### config.mk
export PLATFORM = sky130hd
export DESIGN_NAME = i2c_gyro_responder
export DESIGN_NICKNAME = d
export VERILOG_FILES = /design/src/rtl/i2c_resp_pkg.sv /design/src/rtl/i2c_line_filter.sv /design/src/rtl/i2c_gyro_responder.sv
export SDC_FILE = /design/constraint.sdc
export NUM_CORES = 1
export LEC_CHECK = 0
export ABC_AREA = 1
export BUFFER_PORTS_ARGS = -buffer_cell sky130_fd_sc_hd__buf_2
export CAP_MARGIN = 20
export CORE_ASPECT_RATIO = 0.9
export CORE_UTILIZATION = 48
export CTS_CLUSTER_DIAMETER = 30
export CTS_CLUSTER_SIZE = 40
export DETAILED_ROUTE_END_ITERATION = 10
export PLACE_DENSITY = 0.69
export REMOVE_ABC_BUFFERS = 1
export SLEW_MARGIN = 15
export SYNTH_ARGS = -nofsm -noshare
export SYNTH_HDL_FRONTEND = slang
export SYNTH_SLANG_ARGS = --single-unit
### constraint.sdc
create_clock -name clk_in -period 1.9 [get_ports clk_in]
set_input_delay 0.38 -clock clk_in [delete_from_list [all_inputs] [get_ports clk_in]]
set_output_delay 0.38 -clock clk_in [all_outputs]
set_load 0.01 [all_outputs]
### src/rtl/i2c_resp_pkg.sv
`default_nettype none
// +----------------------------------------------------------------------------+
// | i2c_resp_pkg                                                               |
// | Shared state encoding and register map for the I2C gyro responder.         |
// | Revision: 1.0                                                              |
// +----------------------------------------------------------------------------+
package i2c_resp_pkg;

    typedef enum logic [3:0] {
        IDLE      = 4'd0,
        ADDR      = 4'd1,
        ADDR_ACK  = 4'd2,
        PTR       = 4'd3,
        PTR_ACK   = 4'd4,
        WRITE     = 4'd5,
        WRITE_ACK = 4'd6,
        READ      = 4'd7,
        MACK      = 4'd8
    } state_t;

    localparam logic [7:0] REG_GYRO_CFG = 8'h1B;
    localparam logic [7:0] REG_GX_H     = 8'h43;
    localparam logic [7:0] REG_GX_L     = 8'h44;
    localparam logic [7:0] REG_GY_H     = 8'h45;
    localparam logic [7:0] REG_GY_L     = 8'h46;
    localparam logic [7:0] REG_GZ_H     = 8'h47;
    localparam logic [7:0] REG_GZ_L     = 8'h48;
    localparam logic [7:0] REG_PWR_MGMT = 8'h6B;
    localparam logic [7:0] REG_WHO_AM_I = 8'h75;

    localparam logic [7:0] PWR_MGMT_RST = 8'h40;

endpackage
`default_nettype wire

### src/rtl/i2c_line_filter.sv
`default_nettype none
// +----------------------------------------------------------------------------+
// | i2c_line_filter                                                            |
// | Two-flop synchroniser plus majority-free glitch filter with edge pulses.   |
// | Revision: 1.0                                                              |
// +----------------------------------------------------------------------------+
module i2c_line_filter #(
    parameter int FILTER_LEN = 3
) (
    input  logic clk_in,
    input  logic rst_in,
    input  logic i_raw,
    output logic o_level,
    output logic o_rise,
    output logic o_fall
);

    logic [1:0]            r_sync;
    logic [FILTER_LEN-2:0] r_hist;
    logic [FILTER_LEN-1:0] w_win;
    logic                  r_level;
    logic                  r_rise;
    logic                  r_fall;

    // Window = newest synchronised sample plus the previous FILTER_LEN-1.
    assign w_win = {r_hist, r_sync[1]};

    always_ff @(posedge clk_in or negedge rst_in) begin
        if (!rst_in) begin
            r_sync  <= 2'b11;
            r_hist  <= '1;
            r_level <= 1'b1;
            r_rise  <= 1'b0;
            r_fall  <= 1'b0;
        end else begin
            r_sync <= {r_sync[0], i_raw};
            r_hist <= w_win[FILTER_LEN-2:0];
            r_rise <= (&w_win) & ~r_level;
            r_fall <= ~(|w_win) & r_level;
            if (&w_win) begin
                r_level <= 1'b1;
            end else if (~(|w_win)) begin
                r_level <= 1'b0;
            end
        end
    end

    assign o_level = r_level;
    assign o_rise  = r_rise;
    assign o_fall  = r_fall;

endmodule
`default_nettype wire

### src/rtl/i2c_gyro_responder.sv
`default_nettype none
// +----------------------------------------------------------------------------+
// | i2c_gyro_responder                                                         |
// | I2C target emulating the MPU-6050 registers polled by the gyro reader.     |
// | Revision: 1.0                                                              |
// +----------------------------------------------------------------------------+
module i2c_gyro_responder
    import i2c_resp_pkg::*;
#(
    parameter logic [6:0] DEV_ADDR    = 7'h68,
    parameter int         FILTER_LEN  = 3,
    parameter int         HOLD_CYCLES = 4,
    parameter logic [7:0] WHO_AM_I    = 8'h68
) (
    input  logic               clk_in,
    input  logic               rst_in,
    input  logic               scl_in,
    input  logic               sda_in,
    output logic               sda_oe_out,
    input  logic signed [15:0] gx_in,
    input  logic signed [15:0] gy_in,
    input  logic signed [15:0] gz_in,
    input  logic               sample_valid_in,
    output logic [7:0]         pwr_mgmt_out,
    output logic [7:0]         gyro_cfg_out,
    output logic               wr_strobe_out,
    output logic               busy_out
);

    logic w_scl_lvl, w_scl_rise, w_scl_fall;
    logic w_sda_lvl, w_sda_rise, w_sda_fall;

    i2c_line_filter #(.FILTER_LEN(FILTER_LEN)) u_scl_filt (
        .clk_in(clk_in), .rst_in(rst_in), .i_raw(scl_in),
        .o_level(w_scl_lvl), .o_rise(w_scl_rise), .o_fall(w_scl_fall)
    );

    i2c_line_filter #(.FILTER_LEN(FILTER_LEN)) u_sda_filt (
        .clk_in(clk_in), .rst_in(rst_in), .i_raw(sda_in),
        .o_level(w_sda_lvl), .o_rise(w_sda_rise), .o_fall(w_sda_fall)
    );

    state_t      r_state, w_state_next;
    logic [3:0]  r_bit_cnt;
    logic [7:0]  r_shift, r_tx, r_ptr, r_pwr, r_cfg, r_hold;
    logic [15:0] r_gx, r_gy, r_gz, r_sx, r_sy, r_sz;
    logic        r_sda_oe, r_mack_nack, r_wr_pend, r_wr_strobe, r_busy;
    logic        w_start, w_stop, w_byte_done, w_addr_hit, w_drive_tgt;
    logic [7:0]  w_rd_data;

    // Our own drive shows up on the filtered SDA; never decode it as a bus condition.
    assign w_start     = w_sda_fall & w_scl_lvl & ~r_sda_oe;
    assign w_stop      = w_sda_rise & w_scl_lvl & ~r_sda_oe;
    assign w_byte_done = (r_bit_cnt == 4'd8);
    assign w_addr_hit  = (r_shift[7:1] == DEV_ADDR);

    always_comb begin
        w_rd_data = 8'h00;
        case (r_ptr)
            REG_GYRO_CFG: w_rd_data = r_cfg;
            REG_GX_H:     w_rd_data = r_sx[15:8];
            REG_GX_L:     w_rd_data = r_sx[7:0];
            REG_GY_H:     w_rd_data = r_sy[15:8];
            REG_GY_L:     w_rd_data = r_sy[7:0];
            REG_GZ_H:     w_rd_data = r_sz[15:8];
            REG_GZ_L:     w_rd_data = r_sz[7:0];
            REG_PWR_MGMT: w_rd_data = r_pwr;
            REG_WHO_AM_I: w_rd_data = WHO_AM_I;
            default:      w_rd_data = 8'h00;
        endcase
    end

    always_ff @(posedge clk_in or negedge rst_in) begin
        if (!rst_in) begin
            r_state <= IDLE;
        end else begin
            r_state <= w_state_next;
        end
    end

    always_comb begin
        w_state_next = r_state;
        w_drive_tgt  = 1'b0;
        case (r_state)
            ADDR_ACK, PTR_ACK, WRITE_ACK: w_drive_tgt = 1'b1;
            READ:                         w_drive_tgt = ~r_tx[7];
            default:                      w_drive_tgt = 1'b0;
        endcase
        if (w_stop) begin
            w_state_next = IDLE;
        end else if (w_start) begin
            w_state_next = ADDR;
        end else if (w_scl_fall) begin
            case (r_state)
                ADDR:      if (w_byte_done) w_state_next = w_addr_hit ? ADDR_ACK : IDLE;
                ADDR_ACK:  w_state_next = r_shift[0] ? READ : PTR;
                PTR:       if (w_byte_done) w_state_next = PTR_ACK;
                PTR_ACK:   w_state_next = WRITE;
                WRITE:     if (w_byte_done) w_state_next = WRITE_ACK;
                WRITE_ACK: w_state_next = WRITE;
                READ:      if (w_byte_done) w_state_next = MACK;
                MACK:      w_state_next = r_mack_nack ? IDLE : READ;
                default:   w_state_next = IDLE;
            endcase
        end
    end

    always_ff @(posedge clk_in or negedge rst_in) begin
        if (!rst_in) begin
            r_bit_cnt   <= '0;
            r_shift     <= '0;
            r_tx        <= '0;
            r_ptr       <= '0;
            r_pwr       <= PWR_MGMT_RST;
            r_cfg       <= '0;
            r_hold      <= '0;
            r_gx        <= '0;
            r_gy        <= '0;
            r_gz        <= '0;
            r_sx        <= '0;
            r_sy        <= '0;
            r_sz        <= '0;
            r_sda_oe    <= 1'b0;
            r_mack_nack <= 1'b0;
            r_wr_pend   <= 1'b0;
            r_wr_strobe <= 1'b0;
            r_busy      <= 1'b0;
        end else begin
            r_wr_strobe <= r_wr_pend;
            r_wr_pend   <= 1'b0;
            if (sample_valid_in) begin
                r_gx <= gx_in;
                r_gy <= gy_in;
                r_gz <= gz_in;
            end
            // SDA changes are deferred until the hold timer started at SCL fall expires.
            if (r_hold != 8'd0) begin
                r_hold <= r_hold - 8'd1;
                if (r_hold == 8'd1) begin
                    r_sda_oe <= w_drive_tgt;
                end
            end
            if (w_start || w_stop) begin
                r_busy    <= w_start;
                r_bit_cnt <= '0;
                r_hold    <= '0;
                r_sda_oe  <= 1'b0;
            end else if (w_scl_rise) begin
                case (r_state)
                    ADDR, PTR, WRITE: begin
                        r_shift   <= {r_shift[6:0], w_sda_lvl};
                        r_bit_cnt <= r_bit_cnt + 4'd1;
                    end
                    READ:    r_bit_cnt <= r_bit_cnt + 4'd1;
                    MACK:    r_mack_nack <= w_sda_lvl;
                    default: ;
                endcase
            end else if (w_scl_fall) begin
                r_hold <= 8'(HOLD_CYCLES);
                if (w_state_next != r_state) begin
                    r_bit_cnt <= '0;
                end
                case (r_state)
                    ADDR: begin
                        if (w_byte_done && w_addr_hit && r_shift[0]) begin
                            r_sx <= r_gx;
                            r_sy <= r_gy;
                            r_sz <= r_gz;
                        end
                    end
                    ADDR_ACK: if (r_shift[0]) r_tx <= w_rd_data;
                    PTR:      if (w_byte_done) r_ptr <= r_shift;
                    WRITE: begin
                        if (w_byte_done) begin
                            if (r_ptr == REG_GYRO_CFG) r_cfg <= r_shift;
                            if (r_ptr == REG_PWR_MGMT) r_pwr <= r_shift;
                            r_ptr     <= r_ptr + 8'd1;
                            r_wr_pend <= 1'b1;
                        end
                    end
                    READ: begin
                        if (w_byte_done) begin
                            r_ptr <= r_ptr + 8'd1;
                        end else begin
                            r_tx <= {r_tx[6:0], 1'b0};
                        end
                    end
                    MACK:    if (!r_mack_nack) r_tx <= w_rd_data;
                    default: ;
                endcase
            end
        end
    end

    assign sda_oe_out    = r_sda_oe;
    assign pwr_mgmt_out  = r_pwr;
    assign gyro_cfg_out  = r_cfg;
    assign wr_strobe_out = r_wr_strobe;
    assign busy_out      = r_busy;

endmodule
`default_nettype wire

==> results of run 1 <==
-- worst max-delay path by stage --
stage,to,start,cells past startpoint
2_1_floorplan,r_sx[0],r_bit_cnt[0],8
3_3_place_gp,r_bit_cnt[3],r_bit_cnt[0],17
3_5_place_dp,r_bit_cnt[0],r_bit_cnt[0],17
4_1_cts,r_bit_cnt[0],r_bit_cnt[0],17
5_1_grt,r_bit_cnt[2],r_bit_cnt[0],17
6_report,r_sx[13],r_bit_cnt[0],9
-- repair_timing --
action | CTS | global route
pin swaps | 11 | 31
buffers inserted | 8 | 10
endpoints found under the hold margin | 28 | 0
gates cloned | 0 | 8
gates resized for setup | 7 | 59
hold buffers | 1 | 0
setup endpoints to repair | 4 | 74
-- cells in the final DEF (no fill, tap or decap), types with 3 or more instances in the layout --
master / count
clkbuf_8: 3
nand3_2: 5
buf_12: 8
a22o_1: 3
inv_6: 4
a211oi_1: 3
nor3_1: 11
nand2_1: 212
clkbuf_16: 20
nand2_2: 15
buf_2: 70
ha_1: 7
nand3_1: 30
dfstp_2: 11
o21ai_0: 109
inv_2: 14
nor2_2: 9
buf_4: 70
nor2_1: 31
dfrtp_1: 158
buf_6: 7
inv_1: 115
o211ai_1: 4
nand4_1: 14
a2bb2oi_1: 4
xor2_1: 7
a21oi_2: 6
xnor2_1: 4
nor4_1: 3
o21ai_1: 33
a21oi_1: 15
nor2_4: 3
-- synthesized netlist by cell type (9+ instances only) --
cell      instances  area [µm²]
nor2_1           39         146
nand4_1          14        87.6
o21ai_1          21         105
inv_2            10        37.5
a21oi_1          21         105
ha_1              9         113
nor3_1           12        60.1
nand2_1         219         822
dfrtp_1         160        4000
clkbuf_1         18        67.6
inv_1           120         450
o21ai_0         122         611
nand2_2           9        56.3
nand3_1          33         165
dfstp_2          11         289
-- registers in the layout, summed over array words and instances (netlist names), 2 cells and up --
register and cells:
r_gx 16, r_gy 16, r_gz 16, r_sx 16
r_sy 16, r_sz 16, gyro_cfg_out 8, pwr_mgmt_out 8
r_hold 8, r_ptr 8, r_shift 8, r_tx 8
r_bit_cnt 4, r_state 4, u_scl_filt.r_hist 2, u_scl_filt.r_sync 2
u_sda_filt.r_hist 2, u_sda_filt.r_sync 2
-- layer usage --
metal / share of wire, % / track usage (%)
met5: 0 / 0
met3: 6.0 / 6.87
met1: 48 / 34.4
met2: 44 / 34.5
met4: 2.0 / 6.95
-- worst register-to-register path, cell delays in order (launching register included) --
cell	delay (ns)
dfrtp_1	0.39
inv_2	0.09
ha_4	0.15
nand2_2	0.06
nor2_4	0.16
nand3_1	0.14
nor3_2	0.23
nand2_4	0.20
buf_8	0.22
o21ai_0	0.20
-- power breakdown --
part	internal (W)	switching, W	total, W	leakage, nW
logic	0.000826	0.00103	0.00186	2.40
clock network	0.00206	0.00149	0.00355	0.296
registers	0.00401	0.000262	0.00427	2.23
total	0.00689	0.00279	0.00967	4.92
-- through the flow --
stage               instance area, µm²  total power, W  worst slack, ns  setup TNS (ns)
finish                            9870         0.00967          -0.0270         -0.0435
global placement                  8810         0.00591          -0.0120         -0.0388
detailed placement                8810         0.00594          -0.0398          -0.150
global route                      9870          0.0102           -0.155           -5.48
floorplan                         7600         0.00527           -0.793          -37.89
CTS                               9500         0.00960          -0.0150         -0.0314
-- area by class of cell --
| cell class | count | area share, % |
|---|---|---|
| clock buffer | 20 | 4.73 |
| clock inverter | 11 | 1.34 |
| sequential | 171 | 43.5 |
| inverter | 131 | 5.03 |
| multi-input combinational | 561 | 30.1 |
| timing repair buffer | 162 | 12.7 |
| tap | 202 | 2.56 |
-- cell families (layout without fill, tap and decap cells) --
family	after synthesis	count (layout)
and+or+nand+nor	345	345
buffers and inverters	155	324
DFF	171	171
adders and majority gates	9	9
AOI/OAI and AO/OA	196	196
xor gates and xnor gates	11	11
==> flow_summary.json, run 1 <==
{
  "outcome": "finished, violations left",
  "violations": "setup timing",
  "path_cells": "inv_2 > ha_4 > nand2_2 > nor2_4 > nand3_1 > nor3_2 > nand2_4 > buf_8 > o21ai_0",
  "worstMarginPinSlew_ns": 0.472,
  "worstPathRequired_ns": 2.23,
  "cts.htree.levels": 4,
  "synthXorXnorAreaFrac_pct": 1.25,
  "grt_max_degree": 97,
  "synthFlopType": "dfrtp_1",
  "drv_cap": 0,
  "drv_slew": 0,
  "cts_root_buffer": "clkbuf_16",
  "cts_sinks": 171,
  "rows": 43,
  "drt_iter0_markers": 450,
  "multiInputGateArea_um2": 2970,
  "die_w_um": 136,
  "die_y_um": 122,
  "netlist_area_um2": 7700,
  "initial_core_util_pct": 49.5,
  "fin_nets": 1106,
  "syn_area_per_cell_um2": 8.68,
  "path_clk_slew_ns": 0.06,
  "yosysSeqAreaShare_pct": 55.8,
  "worstPathBufferInverterCount": 2,
  "ff2ff_path_depth": 9,
  "crit_path_max_fanout": 12,
  "synth_edf_count": 0,
  "wire_per_inst_um": 15.6,
  "dieArea_um2": 16600,
  "drt-total-wl_mm": 19.7,
  "area_delta_synth_final_pct": 28.2,
  "synth_fa_ha_area_share_pct": 1.46,
  "ir_drop_mv": 0.733,
  "dp.cells": 1202,
  "min_period_ns": 1.93,
  "grt_antenna_before_repair": 0,
  "endpoint_kind": "register",
  "max_slew_margin_pct": 68.2,
  "first_pass_iters": 5,
  "dpl.hpwl_mm": 12.7,
  "postSynthCellCount": 887,
  "cp-start-kind": "register",
  "r2r-start": "r_bit_cnt[0]",
  "p_per_area_nw_per_um2": 980,
  "core_um2": 15500,
  "ant_nets": 0,
  "ys_ff_latch": 171,
  "numPortBuffers": 71,
  "whs_ns": 0.0474,
  "setup_ws_ns": -0.0270,
  "async_flop_share_pct": 100,
  "whs_endpoint": "u_sda_filt.r_sync[0]",
  "synth.distinct_cells": 46,
  "rsz0062_at_grt": "yes",
  "cpLargestDelayFamily": "simple AND/OR/NAND/NOR gates",
  "cts_max_path_buffers": 2,
  "clock_skew_ns": 0.0146,
  "numCtsBuffers": 17,
  "drive_gt1_share_pct": 26.3,
  "synth_compound_area_share_pct": 14.1,
  "yosys_warnings": 0,
  "critPathMaxStageDelay_ns": 0.39,
  "routabilityCongestion": 0.897,
  "synthMuxAreaShare_pct": 0,
  "antenna_cells": 0,
  "min_path_cells": 1,
  "min_path_type": "input pin to register",
  "overflow": 0,
  "hold_violations": 0,
  "arrival_ns": 2.26,
  "instances_no_fill": 1258,
  "vias": 6474,
  "grt_pass1_vias": 5863,
  "finish.utilization_pct": 63.5,
  "finalSetupViolations": 6,
  "post-route-drc-count": 0,
  "ios": 72,
  "critPathSlowestCell": "dfrtp_1",
  "fill_cells": 1273,
  "cts_tree": "done",
  "register_area_um2": 4300,
  "synth_top_family_by_area": "simple AND/OR/NAND/NOR gates",
  "p_leak_nw": 4.92,
  "viasPerCell": 5.15,
  "rrSetupSlack_ns": -0.03,
  "grt_pass1_wl_mm": 29.9,
  "fmax_mhz": 519,
  "timing.final.crit_share_pct": 101,
  "reg2reg_to": "r_sx[13]",
  "hp-start": "sda_in",
  "track_usage_pct": 23.8,
  "path_class": "register to register",
  "synth-simple-area-share_pct": 19.8,
  "clkLatencyLatePin_ns": 0.43
}
Note: power is estimated with default switching activity, not from simulation.
==> run 2, diff against run 1 <==
--- a/config.mk
+++ b/config.mk
@@ -9,11 +9,10 @@
 export BUFFER_PORTS_ARGS = -buffer_cell sky130_fd_sc_hd__buf_2
 export CAP_MARGIN = 20
 export CORE_ASPECT_RATIO = 0.9
-export CORE_UTILIZATION = 48
+export CORE_UTILIZATION = 40
 export CTS_CLUSTER_DIAMETER = 30
 export CTS_CLUSTER_SIZE = 40
 export DETAILED_ROUTE_END_ITERATION = 10
-export PLACE_DENSITY = 0.69
 export REMOVE_ABC_BUFFERS = 1
 export SLEW_MARGIN = 15
 export SYNTH_ARGS = -nofsm -noshare
==> run 2 against run 1 <==
Against the previous run:
- the flow still finishes with violations (setup timing)
- critical path depth increased by 8
- first-iteration DRC count fell by 4.4%
- sequential power about the same
- sequential share of layout area rose by 0.17 points
- fmax fell by 1.9%
- die area is 20% higher
- clock skew is 0.0071 ns lower
- utilization down 11 points
==> flow_summary.json, run 2 (same netlist as run 1, synthesis figures left out) <==
{
  "outcome": "finished, violations left",
  "violations": "setup timing",
  "worstPathRequired_ns": 2.22,
  "drv_slew": 0,
  "worstMarginPinSlew_ns": 0.607,
  "endpoint_kind": "register",
  "clock_skew_ns": 0.00754,
  "p_switching_w": 0.00275,
  "path_cells": "inv_2 > ha_4 > nand2_2 > nor2_4 > buf_4 > buf_4 > o21ai_2 > nand2_1 > nand3_1 > nand2_1 > nand2_1 > nand3_1 > nand2_1 > nand2_2 > nand2_4 > nand2_1 > nand2_1",
  "dr_wl_met2_mm": 8.67,
  "rsz0062_at_grt": "yes",
  "max_slew_margin_pct": 59.1,
  "pwr-share-seq_pct": 45.7,
  "initial_core_util_pct": 41.3,
  "dpl.hpwl_mm": 13.3,
  "overflow": 0,
  "ios": 72,
  "crit_path_frequent_cell": "nand2_1",
  "layout_commonest_cell": "nand2_1",
  "layout_common_cells": "nand2_1, dfrtp_1, inv_1",
  "drive_gt1_share_pct": 26.2,
  "dr.max_layer_used": "met4",
  "hp-start": "scl_in",
  "min_period_ns": 1.96,
  "crit_path_max_fanout": 5,
  "finish.utilization_pct": 52.7,
  "critPathMaxStageDelay_ns": 0.40,
  "min_path_type": "input pin to register",
  "p_per_area_nw_per_um2": 949,
  "dieArea_um2": 19800,
  "wire_per_inst_um": 14.8,
  "arrival_ns": 2.28,
  "cp-start-kind": "register",
  "post_dp_cell_area_um2": 8860,
  "critPathSlowestCell": "dfrtp_1",
  "area_delta_synth_final_pct": 27.7,
  "ff2ff_path_depth": 17,
  "register_area_um2": 4300,
  "p_leak_nw": 4.89,
  "grt_pass1_vias": 5938,
  "whs_ns": 0.0541,
  "cts_root_buffer": "clkbuf_16",
  "grt_antenna_before_repair": 0,
  "fmax_mhz": 509,
  "clkLatencyLatePin_ns": 0.43,
  "hold_violations": 0,
  "r2r-start": "r_bit_cnt[0]",
  "drt_iter0_markers": 430,
  "setup_ws_ns": -0.0638,
  "core_um2": 18600,
  "min_path_cells": 1,
  "fin_nets": 1103,
  "wl_met3_mm": 1.00,
  "grt_max_degree": 97,
  "cts_tree": "done",
  "drt-met1-wl_mm": 9.30,
  "timing.final.crit_share_pct": 103,
  "ant_nets": 0,
  "track_usage_pct": 20.2,
  "drv_cap": 0,
  "path_class": "register to register",
  "cts_max_path_buffers": 2,
  "post-route-drc-count": 0,
  "whs_endpoint": "u_scl_filt.r_sync[0]",
  "path_clk_slew_ns": 0.07,
  "rows": 47,
  "design_area_um2": 9830,
  "cpLargestDelayFamily": "simple AND/OR/NAND/NOR gates",
  "combPwrFrac_pct": 19.1,
  "viasPerCell": 4.88,
  "reg2reg_to": "r_bit_cnt[0]",
  "fill_cells": 1707,
  "multiInputGateArea_um2": 3010,
  "grt_pass1_wl_mm": 30.9,
  "clkPwrFrac_pct": 35.2,
  "ir_drop_mv": 0.608,
  "cts_sinks": 171,
  "cts.htree.levels": 4,
  "drt-total-wl_mm": 19.2,
  "vias": 6337,
  "numPortBuffers": 71,
  "rrSetupSlack_ns": -0.06,
  "p_int_w": 0.00659,
  "numCtsBuffers": 17,
  "p_total_w": 0.00934,
  "first_pass_iters": 5,
  "worstPathBufferInverterCount": 3,
  "swShare_pct": 29.4,
  "routabilityCongestion": 0.940,
  "die_y_um": 134,
  "finalSetupViolations": 17,
  "die_w_um": 148,
  "antenna_cells": 0
}
run 2: how the worst max path moves through the flow:
stage                             from      endpoint  slack (ns)  cells past startpoint
final                     r_bit_cnt[0]  r_bit_cnt[0]       -0.06                     17
after global routing      r_bit_cnt[0]  r_bit_cnt[1]       -0.21                     17
after CTS                 r_bit_cnt[0]  r_bit_cnt[3]       -0.04                     18
after detailed placement    r_state[3]  r_bit_cnt[2]       -0.06                     16
after global placement      r_state[3]  r_bit_cnt[3]       -0.02                     16
after floorplan           r_bit_cnt[0]       r_sx[0]       -0.79                      8
run 2: final cells by class:
cell class,count,share of cell area (%)
repair buffers,159,12.0
well taps,245,3.12
inverters,131,5.00
multi-input cells,561,30.6
clock inverters,11,1.13
clock buffers,20,4.44
flip-flops and latches,171,43.7
run 2: metal layers:
metal / vias up / track usage (%)
met4: 0 / 5.44
met1: 2994 / 30.0
met5: - / 0
met2: 152 / 29.4
met3: 10 / 4.76
li1: 3181 / -
run 2: metrics by stage:
step,TNS [ns],setup slack [ns],cells
2_1_floorplan,-37.89,-0.793,863
3_3_place_gp,-0.0591,-0.0171,1246
3_5_place_dp,-0.230,-0.0648,1246
4_1_cts,-0.124,-0.0369,1285
5_1_grt,-5.53,-0.208,1298
6_report,-0.376,-0.0638,1298
run 2: power groups by stage:
stage / combinational (W) / clock, W / sequential, W
floorplan: 0.00101 / 0 / 0.00426
global placement: 0.00158 / 0 / 0.00430
detailed placement: 0.00161 / 0 / 0.00430
CTS: 0.00170 / 0.00336 / 0.00424
global route: 0.00203 / 0.00352 / 0.00430
finish: 0.00178 / 0.00329 / 0.00426
run 2: what timing repair did:
item | in CTS | in global routing
hold endpoints to repair | 26 | 0
pin swaps | 11 | 26
buffers inserted | 7 | 7
gates resized for setup | 10 | 56
setup endpoints to repair | 6 | 73
cloned | 0 | 6
hold buffers | 1 | 0
